### src/rtl/bcd_pkg.sv
// rtl/bcd_pkg.sv - shared states, widths and digit helpers for the BCD-to-binary converter
package bcd_pkg;

  typedef enum logic [1:0] {
    IDLE  = 2'd0,
    SHIFT = 2'd1,
    DONE  = 2'd2
  } state_t;

  localparam int BCD_DIGIT_W = 4;

  // Smallest binary width that can hold 10^digits - 1.
  function automatic int bin_width(input int digits);
    longint p;
    int     w;
    p = 1;
    w = 0;
    for (int i = 0; i < digits; i++) p = p * 10;
    while ((longint'(1) << w) < p) w++;
    return w;
  endfunction

  function automatic logic digit_valid(input logic [3:0] nibble);
    return nibble <= 4'd9;
  endfunction

endpackage

### src/rtl/bcd_digit_adj.sv
// rtl/bcd_digit_adj.sv - reverse double-dabble digit correction (subtract 3 from digits >= 8)
module bcd_digit_adj (
  input  logic [3:0] din,
  output logic [3:0] dout
);

  // Input is >= 8 whenever the subtract is taken, so no borrow can occur.
  assign dout = (din >= 4'd8) ? din - 4'd3 : din;

endmodule

### src/rtl/bcd_to_bin_seq.sv
// rtl/bcd_to_bin_seq.sv - sequential packed-BCD to binary converter, one bit per clock; BCD_TO_BIN_ERRCHK_EN enables invalid-digit detection
module bcd_to_bin_seq
  import bcd_pkg::*;
#(
  parameter int DIGITS = 2,
  parameter int BIN_W  = 7
) (
  input  logic                        clk,
  input  logic                        reset,
  input  logic                        start,
  input  logic [BCD_DIGIT_W*DIGITS-1:0] bcd_in,
  output logic                        busy,
  output logic                        done,
  output logic [BIN_W-1:0]            bin_out,
  output logic                        error
);

  localparam int BCD_W = BCD_DIGIT_W * DIGITS;
  localparam int CNT_W = $clog2(BCD_W + 1);

  if (BIN_W < bin_width(DIGITS)) begin : g_bin_w_too_small
    $error("bcd_to_bin_seq: BIN_W too small for DIGITS");
  end

  state_t             state, next_state;
  logic [BCD_W-1:0]   bcd_reg, bin_reg;
  logic [BCD_W-1:0]   bcd_sh, bin_sh, bcd_adj;
  logic [CNT_W-1:0]   cnt;
  logic [BIN_W-1:0]   bin_q;
  logic               last;
  logic               bad_in;

  assign {bcd_sh, bin_sh} = {bcd_reg, bin_reg} >> 1;
  assign last = (cnt == CNT_W'(BCD_W - 1));

  for (genvar g = 0; g < DIGITS; g++) begin : g_adj
    bcd_digit_adj u_adj (
      .din  (bcd_sh[g*BCD_DIGIT_W +: BCD_DIGIT_W]),
      .dout (bcd_adj[g*BCD_DIGIT_W +: BCD_DIGIT_W])
    );
  end

`ifdef BCD_TO_BIN_ERRCHK_EN
  logic err_q;

  always_comb begin
    bad_in = 1'b0;
    for (int i = 0; i < DIGITS; i++) begin
      if (!digit_valid(bcd_in[i*BCD_DIGIT_W +: BCD_DIGIT_W])) bad_in = 1'b1;
    end
  end

  always_ff @(posedge clk or posedge reset) begin
    if (reset) begin
      err_q <= 1'b0;
    end else if (state == IDLE && start) begin
      err_q <= bad_in;
    end
  end

  assign error = err_q;
`else
  assign bad_in = 1'b0;
  assign error  = 1'b0;
`endif

  always_ff @(posedge clk or posedge reset) begin
    if (reset) state <= IDLE;
    else       state <= next_state;
  end

  always_comb begin
    next_state = state;
    case (state)
      IDLE:    if (start) next_state = bad_in ? DONE : SHIFT;
      SHIFT:   if (last) next_state = DONE;
      DONE:    next_state = IDLE;
      default: next_state = IDLE;
    endcase
  end

  always_ff @(posedge clk or posedge reset) begin
    if (reset) begin
      bcd_reg <= '0;
      bin_reg <= '0;
      cnt     <= '0;
      bin_q   <= '0;
    end else begin
      case (state)
        IDLE: begin
          if (start) begin
            bcd_reg <= bcd_in;
            bin_reg <= '0;
            cnt     <= '0;
            if (bad_in) bin_q <= '0;
          end
        end
        SHIFT: begin
          bcd_reg <= bcd_adj;
          bin_reg <= bin_sh;
          cnt     <= cnt + 1'b1;
          // Upper bits of bin_sh are zero for valid BCD, so truncation is exact.
          if (last) bin_q <= bin_sh[BIN_W-1:0];
        end
        default: ;
      endcase
    end
  end

  assign busy    = (state != IDLE);
  assign done    = (state == DONE);
  assign bin_out = bin_q;

endmodule

### config.mk
export PLATFORM = sky130hd
export DESIGN_NAME = bcd_to_bin_seq
export DESIGN_NICKNAME = d
export VERILOG_FILES = /design/src/rtl/bcd_pkg.sv /design/src/rtl/bcd_digit_adj.sv /design/src/rtl/bcd_to_bin_seq.sv
export SDC_FILE = /design/constraint.sdc
export NUM_CORES = 1
export LEC_CHECK = 0
export CAP_MARGIN = 20
export CORE_MARGIN = 4
export CORE_UTILIZATION = 43
export CTS_BUF_LIST = sky130_fd_sc_hd__clkbuf_4
export CTS_CLUSTER_DIAMETER = 120
export CTS_CLUSTER_SIZE = 40
export DETAILED_ROUTE_END_ITERATION = 10
export GPL_TIMING_DRIVEN = 0
export PLACE_DENSITY = 0.74
export SLEW_MARGIN = 10
export SYNTH_ARGS = -nofsm -noshare
export SYNTH_HDL_FRONTEND = slang
export SYNTH_SLANG_ARGS = --single-unit
### constraint.sdc
create_clock -name clk -period 2.1 [get_ports clk]
set_clock_uncertainty 0.2 [all_clocks]
set_input_delay 0.315 -clock clk [delete_from_list [all_inputs] [get_ports clk]]
set_output_delay 0.315 -clock clk [all_outputs]
set_load 0.02 [all_outputs]
==> flow_metrics.py, run 1 <==
metrics = {
    "power": {
        "power_frac_clock": 0.168,
        "p_leak_nw": 0.722,
        "power_switching_uw": 755,
        "p_int_mw": 1.38,
        "power_density_nw_per_um2": 1360,
        "p_comb_frac": 0.395,
        "seqPwrFrac": 0.437,
        "ir_worst_vdd_v": 0.000846,
        "finalPower_mw": 2.13,
        "switching_share": 0.354,
    },
    "grt": {
        "antenna_found_initial": 0,
        "grt_pass1_vias": 919,
        "grt_pass1_wl_microns": 4330,
        "grt_usage": 0.135,
        "overflow": 0,
        "grt_max_degree": 29,
    },
    "synth": {
        "synth_compound_area_frac": 0.162,
        "synthDistinctLibCells": 31,
        "synth_top_area_share": 0.552,
        "synth_adder_area_share": 0.0296,
        "syn_inst": 109,
        "synth_flop_cell": "dfrtp_1",
        "synth_fp_nets": 123,
        "synth_top_family_by_area": "compound AO/OA/AOI/OAI gates",
        "yosysMostFrequentCell": "dfrtp_1",
        "synth_simple_gate_area_frac": 0.112,
        "ys_seq_area_frac": 0.552,
        "async_reset_ff_frac": 1.00,
        "synth_area_leaders": "dfrtp_1 55%, mux2_2 7.1%, a22o_1 4.8%, ha_1 3.0%, a21oi_1 2.4%",
        "synth_top_area_cell": "dfrtp_1",
        "netlist_top_cells_count": "28 x dfrtp_1, 8 x mux2_2, 7 x a22o_1, 7 x nand2_1",
        "synth_mux_area_frac": 0.0789,
        "synthXorXnorAreaFrac": 0.0138,
        "synth_area_per_cell_sq_um": 11.6,
        "yosys_register_bits": 28,
        "synth_edf_count": 0,
        "yosysWarnings": 0,
        "syn-cell-area_sq_um": 1270,
    },
    "critical_path": {
        "critical_path.max_stage_delay_ps": 420,
        "crit_arrival_ps": 1460,
        "path_buf_inv": 3,
        "required_ps": 1580,
        "cp_slowest_cell": "dfrtp_1",
        "crit_fanout": 10,
        "endpoint_kind": "output port",
        "cp_top_family": "buffers and inverters",
        "startpoint_type": "register",
        "worstPathCellList": "buf_2, nor2_4, inv_1, dlygate4sd2_1",
        "crit_type": "reg -> out",
    },
    "floorplanning": {
        "core-area_sq_um": 2780,
        "die_h_microns": 62.3,
        "die-width_microns": 62.3,
        "dieArea_sq_um": 3880,
        "start_util": 0.456,
        "rows": 19,
        "io-pin-count": 21,
    },
    "routing": {
        "drc": 0,
        "num_vias": 888,
        "dr.pass1.iters": 4,
        "viasPerCell": 5.45,
        "drt_iter0_markers": 31,
        "antenna_left": 0,
        "wl_per_cell_microns": 15.6,
        "wl_microns": 2550,
    },
    "clock_network": {
        "ctsLongestPathBuffers": 2,
        "clock_sinks": 28,
        "ctsRootBufferMaster": "clkbuf_4",
        "cts_buffers": 3,
        "clock_latency_ps": 330,
        "cts_hold_buf": 0,
        "clkTransAtPathRegs_ps": 160,
        "cts_tree": "done",
        "cts_htree_levels": 1,
    },
    "final_layout": {
        "insertedDiodeCount": 0,
        "nNetsFinal": 147,
        "area_growth_pct": 23.7,
        "largest_register_ffs": 8,
        "post-route-util": 0.564,
        "drive_above_1_share": 0.189,
    },
    "timing": {
        "setup_tns_ps": 0,
        "max_slew_margin": 0.603,
        "rsz0062_at_grt": "no",
        "hold_viol_final": 0,
        "finalCritPeriodShare": 0.939,
        "period_minus_slack_ps": 1970,
        "clock.fmax_mhz": 507,
        "worstMarginPinSlew_ps": 594,
        "slew_viol_final": 0,
        "setup_viol": 0,
    },
    "job": {
        "maxCapViolCount": 0,
    },
    "place": {
        "io_buffers": 18,
        "place.gp.congestion": 0.824,
        "dp_hpwl_microns": 1750,
    },
    "min_path": {
        "hold_class": "in -> async",
    },
    "run_status": {
        "status": "complete, no violations",
    },
}
[worst register-to-register path, stage by stage (launching register included)]
cell and delay [ps]:
dfrtp_1 450, ha_1 220, nand2_2 90, nor3_4 400, mux2_2 390
[per-layer routing]
layer | share of wire | vias to the layer above | track usage
met5 | 0 | - | 0
met3 | 0.026 | 2 | 0.0198
li1 | - | 429 | -
met2 | 0.50 | 19 | 0.211
met1 | 0.46 | 438 | 0.186
met4 | 0.0071 | 0 | 0.0584
[cells in the final DEF (no fill, tap or decap), types with 2 or more instances in the layout]
cell type	instances
mux2_2	8
ha_1	3
a21oi_1	6
o21ai_0	6
nor2b_1	4
dfrtp_1	28
nand2_1	7
clkdlybuf4s50_1	16
inv_1	6
a22o_1	7
nor2_1	5
and3b_1	3
xnor2_1	2
buf_2	4
buf_4	2
clkbuf_4	3
[metrics by stage]
stage                     cell area [sq um]  instances  hold WS (ps)  worst slack, ps
final                                  1570        163           119              127
after global routing                   1570        163           140             38.0
after CTS                              1540        162           268             4.22
after detailed placement               1490        158           280              143
after global placement                 1490        158           264              182
after floorplan                        1270        109           180              472
[logic make-up (layout without fill, tap and decap cells)]
| kind of cell | Yosys count | in the layout |
|---|---|---|
| AO/OA/AOI/OAI | 28 | 28 |
| XOR/XNOR | 2 | 2 |
| adder cells (fa/ha/maj) | 3 | 3 |
| buffers and inverters | 13 | 36 |
| flip-flops | 28 | 28 |
| multiplexers | 9 | 9 |
| other | 1 | 1 |
| AND/OR/NAND/NOR | 25 | 25 |
[repair_timing]
| item | 4_1_cts | 5_1_grt |
|---|---|---|
| resized for setup | 3 | 3 |
| endpoints found under the hold margin | 0 | 0 |
| pin swaps | 0 | 0 |
| endpoints found under the setup margin | 2 | 2 |
| setup buffers | 0 | 0 |
[power by group through the flow]
stage / Combinational [mW] / Clock [mW] / Sequential (mW)
floorplan: 0.508 / 0 / 0.972
global placement: 0.800 / 0 / 0.926
detailed placement: 0.832 / 0 / 0.942
CTS: 0.832 / 0.360 / 0.929
global route: 0.926 / 0.388 / 0.971
finish: 0.843 / 0.359 / 0.933
[cell type report]
| type | instances | area, sq um |
|---|---|---|
| flip-flops and latches | 28 | 701 |
| multi-input cells | 68 | 514 |
| inverters | 6 | 22.5 |
| fillers | 237 | 1210 |
| clock buffers | 3 | 22.5 |
| clock inverters | 1 | 30.0 |
| repair buffers | 19 | 201 |
| plain buffers | 7 | 38.8 |
| well taps | 31 | 38.8 |
[final timing paths]
path / slack, ps / startpoint / depth (start not counted) / endpoint
worst max-delay path: 130 / state[1] / 4 / busy
worst min register to register: 320 / bcd_reg[6] / 2 / bcd_reg[6]
worst max register to register: 240 / cnt[0] / 4 / bin_out[2]
min in group clk: 270 / start / 2 / bcd_reg[7]
worst min-delay path: 120 / reset / 2 / cnt[2]
max in group asynchronous: 1090 / reset / 3 / bin_reg[7]
Power figures use the tool's default switching activity.
==> run 2: changes to the inputs <==
--- a/config.mk
+++ b/config.mk
@@ -12,8 +12,9 @@
 export CTS_CLUSTER_DIAMETER = 120
 export CTS_CLUSTER_SIZE = 40
 export DETAILED_ROUTE_END_ITERATION = 10
+export DONT_BUFFER_PORTS = 1
 export GPL_TIMING_DRIVEN = 0
-export PLACE_DENSITY = 0.74
+export PLACE_DENSITY = 0.65
 export SLEW_MARGIN = 10
 export SYNTH_ARGS = -nofsm -noshare
 export SYNTH_HDL_FRONTEND = slang
==> run 2 against run 1 <==
Global-route usage decreased by 0.99 points. Power decreased by 14%. Largest power group unchanged. Critical path depth shrank 1. Via count shrank 6.3%. Combinational power shrank 27%. Clock power decreased by 41%. Final cell count down 9.2%. Clock-buffer cell count stayed put.
==> flow_metrics.py, run 2 (same netlist as run 1, synthesis figures left out) <==
metrics = {
    "run_status": {
        "status": "complete, no violations",
    },
    "routing": {
        "drc": 0,
        "viasPerCell": 5.62,
        "wl_microns": 2210,
        "wl_per_cell_microns": 14.9,
        "dr.pass1.iters": 4,
        "num_vias": 832,
        "drt_iter0_markers": 20,
        "antenna_left": 0,
    },
    "critical_path": {
        "critical_path.max_stage_delay_ps": 380,
        "startpoint_type": "register",
        "crit_arrival_ps": 1400,
        "required_ps": 1580,
        "cp_slowest_cell": "dfrtp_1",
        "crit_type": "reg -> out",
        "endpoint_kind": "output port",
        "worstPathCellList": "buf_4, buf_2, nor2b_1",
        "crit_fanout": 10,
    },
    "floorplanning": {
        "die_h_microns": 62.3,
        "dieArea_sq_um": 3880,
        "core-area_sq_um": 2780,
        "start_util": 0.456,
        "io-pin-count": 21,
        "die-width_microns": 62.3,
        "rows": 19,
    },
    "place": {
        "io_buffers": 0,
        "dp_hpwl_microns": 1530,
        "dpl_worst_slack_ps": 295,
        "place.gp.congestion": 0.820,
    },
    "final_layout": {
        "fill_cells": 243,
        "insertedDiodeCount": 0,
        "drive_above_1_share": 0.188,
        "final_common_cell": "dfrtp_1",
        "final_cell_mix": "28 x dfrtp_1, 8 x mux2_2, 7 x nand2_1, 7 x a22o_1",
        "largest_register_ffs": 8,
        "nNetsFinal": 133,
        "area_growth_pct": 10.2,
    },
    "power": {
        "switching_share": 0.377,
        "seqPwrFrac": 0.549,
        "p_comb_frac": 0.336,
        "power_frac_clock": 0.115,
        "power_density_nw_per_um2": 1310,
        "ir_worst_vdd_v": 0.000885,
        "power_switching_uw": 691,
        "p_leak_nw": 0.656,
        "p_int_mw": 1.14,
    },
    "clock_network": {
        "post_cts_resized": 0,
        "cts_htree_levels": 1,
        "cts_tree": "done",
        "ctsLongestPathBuffers": 2,
        "cts_buffers": 3,
        "clkTransAtPathRegs_ps": 140,
        "ctsRootBufferMaster": "clkbuf_4",
        "clock_latency_ps": 320,
        "clock_sinks": 28,
    },
    "timing": {
        "setup_tns_ps": 0,
        "finalCritPeriodShare": 0.913,
        "rsz0062_at_grt": "no",
        "timing.final.ws_setup_ps": 183,
        "clock.fmax_mhz": 522,
        "hold_viol_final": 0,
        "setup_viol": 0,
        "slew_viol_final": 0,
        "period_minus_slack_ps": 1920,
    },
    "grt": {
        "overflow": 0,
        "antenna_found_initial": 0,
        "grt_pass1_wl_microns": 3970,
        "grt_pass1_vias": 837,
        "grt_usage": 0.125,
        "grt_max_degree": 29,
    },
    "min_path": {
        "hold_class": "in -> reg",
    },
    "job": {
        "maxCapViolCount": 0,
    },
}
-- run 2: worst max-delay path, delay by kind of cell (launching register included) --
| family | cells | cell delay [ps] |
|---|---|---|
| buffers and inverters | 2 | 340 |
| flip-flops | 1 | 380 |
| AND/OR/NAND/NOR | 1 | 350 |
-- run 2: final timing paths --
path / from / to / slack (ps) / depth (start not counted)
setup / recovery: state[0] / done / 180 / 3
hold / removal: bcd_in[5] / bcd_reg[5] / 120 / 3
setup reg to reg: cnt[1] / bin_out[6] / 280 / 4
hold reg to reg: bcd_reg[7] / bcd_reg[7] / 310 / 1
max in group asynchronous: reset / state[1] / 1140 / 3
min in group asynchronous: reset / cnt[2] / 160 / 2
-- run 2: power by group through the flow --
| stage | registers, mW | clock network [mW] | logic (mW) |
|---|---|---|---|
| floorplan | 0.972 | 0 | 0.508 |
| global placement | 1.01 | 0 | 0.589 |
| detailed placement | 1.02 | 0 | 0.603 |
| CTS | 1.01 | 0.222 | 0.615 |
| global route | 1.04 | 0.244 | 0.703 |
| finish | 1.01 | 0.211 | 0.615 |
-- run 2: cell type report --
class	count	area, sq um	share of cell area
Inverter	6	22.5	0.0161
Buffer	7	38.8	0.0278
Multi-Input combinational cell	68	507	0.363
Clock buffer	3	22.5	0.0161
Tap cell	31	38.8	0.0278
Sequential cell	28	701	0.501
Timing Repair Buffer	5	67.6	0.0483
-- run 2: per-layer routing --
| metal | share of wire | GRT usage | vias up |
|---|---|---|---|
| li1 | - | - | 402 |
| met1 | 0.49 | 0.172 | 410 |
| met2 | 0.45 | 0.194 | 18 |
| met3 | 0.049 | 0.0414 | 2 |
| met4 | 0.0059 | 0.0239 | 0 |
| met5 | 0 | 0 | - |
-- run 2: repair_timing --
| action | CTS | global route |
|---|---|---|
| hold buffers | 4 | 0 |
| buffers inserted | 0 | 0 |
| hold endpoints to repair | 31 | 0 |
-- run 2: stage by stage --
step	instance area, sq um	total power [mW]	instances	util	hold slack, ps
detailed placement	1310	1.62	140	0.470	282
floorplan	1270	1.48	109	-	180
finish	1400	1.83	148	0.502	122
global placement	1310	1.60	140	0.470	265
CTS	1370	1.85	147	0.493	121
global route	1400	1.99	148	0.502	115
